===== src/rtl/midori_pkg.sv =====
// Shared widths and state encoding for the Midori-128 CTR stream controller.
package midori_pkg;

    localparam int BLOCK_W = 128;
    localparam int NONCE_W = 64;
    localparam int CTR_W   = 64;

    // Controller phases: waiting for data, waiting on the core, presenting a result.
    typedef enum logic [1:0] {
        IDLE = 2'd0,
        RUN  = 2'd1,
        HOLD = 2'd2
    } ctr_state_t;

endpackage


===== src/rtl/midori_ctr_stream.sv =====
// Counter-mode stream controller feeding a fixed-latency Midori-128 core.
// One block is in flight at a time: accept, start the core, wait LATENCY
// cycles, XOR the keystream into the buffered block, hold until taken.
//
// Handshakes: a transfer happens on a rising edge where valid & ready are both
// high; valid, once raised, stays high with stable data until that transfer.
module midori_ctr_stream
    import midori_pkg::*;
#(
    parameter int LATENCY = 21
) (
    input  logic               clk,
    input  logic               rst,
    input  logic               load,
    input  logic [BLOCK_W-1:0] iv,
    input  logic               in_valid,
    output logic               in_ready,
    input  logic [BLOCK_W-1:0] in_data,
    output logic               out_valid,
    input  logic               out_ready,
    output logic [BLOCK_W-1:0] out_data,
    output logic               core_start,
    output logic [BLOCK_W-1:0] core_text_in,
    input  logic [BLOCK_W-1:0] core_text_out,
    output logic               busy
);

    localparam int WCNT_W = $clog2(LATENCY + 1);
    localparam logic [WCNT_W-1:0] WCNT_INIT = WCNT_W'(LATENCY);

    ctr_state_t         state_q;
    logic [NONCE_W-1:0] nonce_q;
    logic [CTR_W-1:0]   ctr_q;
    logic [BLOCK_W-1:0] data_q;
    logic [WCNT_W-1:0]  wcnt;

    // A load pulse takes priority over data, so ready is withheld in that cycle.
    assign in_ready     = (state_q == IDLE) && !load;
    assign busy         = (state_q != IDLE);
    assign core_text_in = {nonce_q, ctr_q};

    // Sequencing of one block: capture, core wait, keystream XOR, output hold.
    always_ff @(posedge clk or posedge rst) begin
        if (rst) begin
            state_q    <= IDLE;
            nonce_q    <= '0;
            ctr_q      <= '0;
            data_q     <= '0;
            wcnt       <= '0;
            out_valid  <= 1'b0;
            out_data   <= '0;
            core_start <= 1'b0;
        end else begin
            core_start <= 1'b0;
            case (state_q)
                IDLE: begin
                    if (load) begin
                        nonce_q <= iv[BLOCK_W-1:CTR_W];
                        ctr_q   <= iv[CTR_W-1:0];
                    end else if (in_valid) begin
                        data_q     <= in_data;
                        wcnt       <= WCNT_INIT;
                        core_start <= 1'b1;
                        state_q    <= RUN;
                    end
                end
                RUN: begin
                    // The core output is valid exactly when the countdown hits zero;
                    // the counter advances on the same edge it is consumed.
                    if (wcnt == '0) begin
                        out_data  <= data_q ^ core_text_out;
                        out_valid <= 1'b1;
                        ctr_q     <= ctr_q + 1'b1;
                        state_q   <= HOLD;
                    end else begin
                        wcnt <= wcnt - 1'b1;
                    end
                end
                HOLD: begin
                    if (out_ready) begin
                        out_valid <= 1'b0;
                        state_q   <= IDLE;
                    end
                end
                default: state_q <= IDLE;
            endcase
        end
    end

endmodule


===== config.mk =====
export PLATFORM = sky130hd
export DESIGN_NAME = midori_ctr_stream
export DESIGN_NICKNAME = d
export VERILOG_FILES = /design/src/rtl/midori_pkg.sv /design/src/rtl/midori_ctr_stream.sv
export SDC_FILE = /design/constraint.sdc
export NUM_CORES = 1
export LEC_CHECK = 0
export ABC_AREA = 1
export CAP_MARGIN = 10
export CORE_AREA = 2 2 254 256
export CTS_BUF_LIST = sky130_fd_sc_hd__clkbuf_2 sky130_fd_sc_hd__clkbuf_4 sky130_fd_sc_hd__clkbuf_8
export DETAILED_ROUTE_END_ITERATION = 8
export DIE_AREA = 0 0 256 258
export PLACE_DENSITY_LB_ADDON = 0.15
export RECOVER_POWER = 50
export SKIP_CTS_REPAIR_TIMING = 1
export SLEW_MARGIN = 20
export SYNTH_ARGS = -nofsm -noshare
export SYNTH_HDL_FRONTEND = slang
export SYNTH_SLANG_ARGS = --single-unit

===== constraint.sdc =====
create_clock -name clk -period 14.2 [get_ports clk]
set_input_delay 1.42 -clock clk [delete_from_list [all_inputs] [get_ports clk]]
set_output_delay 1.42 -clock clk [all_outputs]
set_load 0.005 [all_outputs]

==> reports/metrics.cfg <==
[floorplanning]
core-area_um2=63600
ios=649
die-area_um2=66000
die_height_um=258
start_util=0.288
die_x_um=256
num_rows=93

[power_and_ir_drop]
power.leakage_nw=12.5
power_density_nw_per_um2=208
peakVddDrop_v=0.0000870

[setup_path]
reg2reg_depth=6
cp.required_ps=14680
worstReg2RegEnd=out_data[101]
crit_arrival_ps=7450
r2r_slack_ps=7230
worst_setup_path_start_kind=register
setup.worst_path.class=register to register
cp_max_fo=105
rr_startpoint=state_q[0]
crit_path_end_kind=register

[cts]
clkLatencyLatePin_ps=650
cts_max_path_buffers=3
cts_inserted_buffers=74
cts_root_buf=clkbuf_8
cts.sinks=393
cts.clk_slew.worst_paths_ps=60
htreeDepth=3
cts_tree=done

[worst_hold_path]
worstHoldEndpoint=nonce_q[51]
hold_path_class=register to register
min_path_cells=2
hold_start=nonce_q[51]

[yosys]
yosysWarnings=0
synth_largest_area_cell=dfrtp_1
synth_cell_types=36
yosys.area_share.adder=0.00137
synthXorXnorAreaFrac=0.0626
synthArstFlopShare=1.00
synth_nets=2666
netlist_area_um2=18300
synthFlopType=dfrtp_1
synth.area.top_cells=dfrtp_1 (54%), nand2_1 (21%), xnor2_1 (6.2%)
synth_commonest_cells=nand2_1 (1007), dfrtp_1 (393), nor2_1 (194)
yosysMostFrequentCell=nand2_1
yosys.area.top_type_share=0.536
synth-simple-area-share=0.286
synth_compound_area_frac=0.0693
synth_seq_area_share=0.536
synth_top_family_by_area=simple AND/OR/NAND/NOR gates
postSynthAreaPerCell_um2=8.06
synth_edf_count=0
synth.area.mux_share=0
synth-seq-cells=393
synth_cells=2275

[status]
status=complete, but fails checks
violations=max-capacitance violations, max-slew violations

[grt]
grt_pass1_vias=17000
overflow=0
grt_max_degree=155
grt_pass1_wl_um=108000
antenna_found_initial=7
grt_usage=0.214

[place]
numPortBuffers=648
place_hpwl_um=53500
placed_area_um2=25600
gp_congestion=0.921
dp.cells=3692

[detailed_routing]
drtAntennaViolNets=0
drt_wl_total_um=72200
routedWlPerCell_um=18.9
vias=17200
firstDrtPassIters=5
viasPerCell=4.50
drt-initial-drc-count=1115
drc=0

[sta]
finalMaxSlewViolations=544
slew_headroom=-2.97
tightest_slew_ps=5920
fin_hold_ws_ps=463
max_freq_mhz=143
tns_ps=0
finalSetupViolations=0
layout_min_cycle_time_ps=6970
finalHoldViolations=0
fin_crit_sh=0.491
finalClockSkew_ps=25.3
rsz0062_at_grt=false

[finish]
num-nets-final=3305
layout.cells.non_filler=3829
final_core_util=0.426
stdcell_area_um2=27100
drive_above_1_share=0.0613
area_growth_syn_to_layout_pct=47.8

[run]
drv_cap=7

==> flip-flops by register name, indices dropped and copies added, names as in the netlist <==
signal and cells:
core_start 1, out_valid 1, wcnt 5, state_q 2, ctr_q 64, data_q 128
out_data 128, nonce_q 64
==> worst max-delay path by stage <==
| stage | startpoint | to | cells after the start |
|---|---|---|---|
| final | state_q[0] | out_data[101] | 6 |
| after global routing | state_q[0] | out_data[96] | 6 |
| after CTS | load | in_ready | 3 |
| after detailed placement | rst | data_q[122] | 4 |
| after global placement | rst | core_start | 4 |
| after floorplan | rst | core_start | 1 |
==> where the power goes <==
part,switching (W),internal (W)
logic,0.00114,0.00119
clock network,0.000511,0.000663
registers,0.000455,0.00169
==> through the flow <==
stage          setup WS (ps)  power, W
6_report                7230   0.00564
5_1_grt                 6370   0.00609
4_1_cts                10210   0.00577
3_5_place_dp            9840   0.00455
3_3_place_gp            9890   0.00451
2_1_floorplan           1850   0.00322
==> worst max-delay path: stages (launching register included) <==
cell	delay, ps
dfrtp_1	400
nand2_1	600
nor2_1	260
clkinvlp_2	1200
clkbuf_1	2820
buf_4	1070
o21ai_0	230
==> layout by cell type, fill, tap and decap left out, types with 38 or more instances in the layout <==
cell / count
a21oi_1: 38
clkbuf_8: 87
clkdlybuf4s50_1: 545
dfrtp_1: 393
dlygate4sd3_1: 103
inv_1: 86
nand2_1: 1008
nand3_1: 53
nor2_1: 194
o21ai_0: 159
xnor2_1: 130
==> per-layer routing <==
layer | wire length [um] | global-route usage | share of wire
met5 | 27 | 0 | 0.00037
met2 | 36600 | 0.378 | 0.51
met1 | 28900 | 0.254 | 0.40
met3 | 4920 | 0.0533 | 0.068
met4 | 1720 | 0.0728 | 0.024
==> logic make-up after synthesis <==
kind of cell / count (synthesis)
adder cells (fa/ha/maj): 2
XOR/XNOR: 131
AO/OA/AOI/OAI: 246
buffers and inverters: 190
AND/OR/NAND/NOR: 1313
flip-flops: 393
==> layout make-up <==
class	instances	area [um^2]
clock buffer	119	1440
inverter	93	354
multi-input combinational	1692	7690
fill	6375	36600
antenna	5	12.5
sequential	393	9830
timing repair buffer	660	6580
clock inverter	12	120
tap	855	1070
Note: power is estimated with default switching activity, not from simulation.
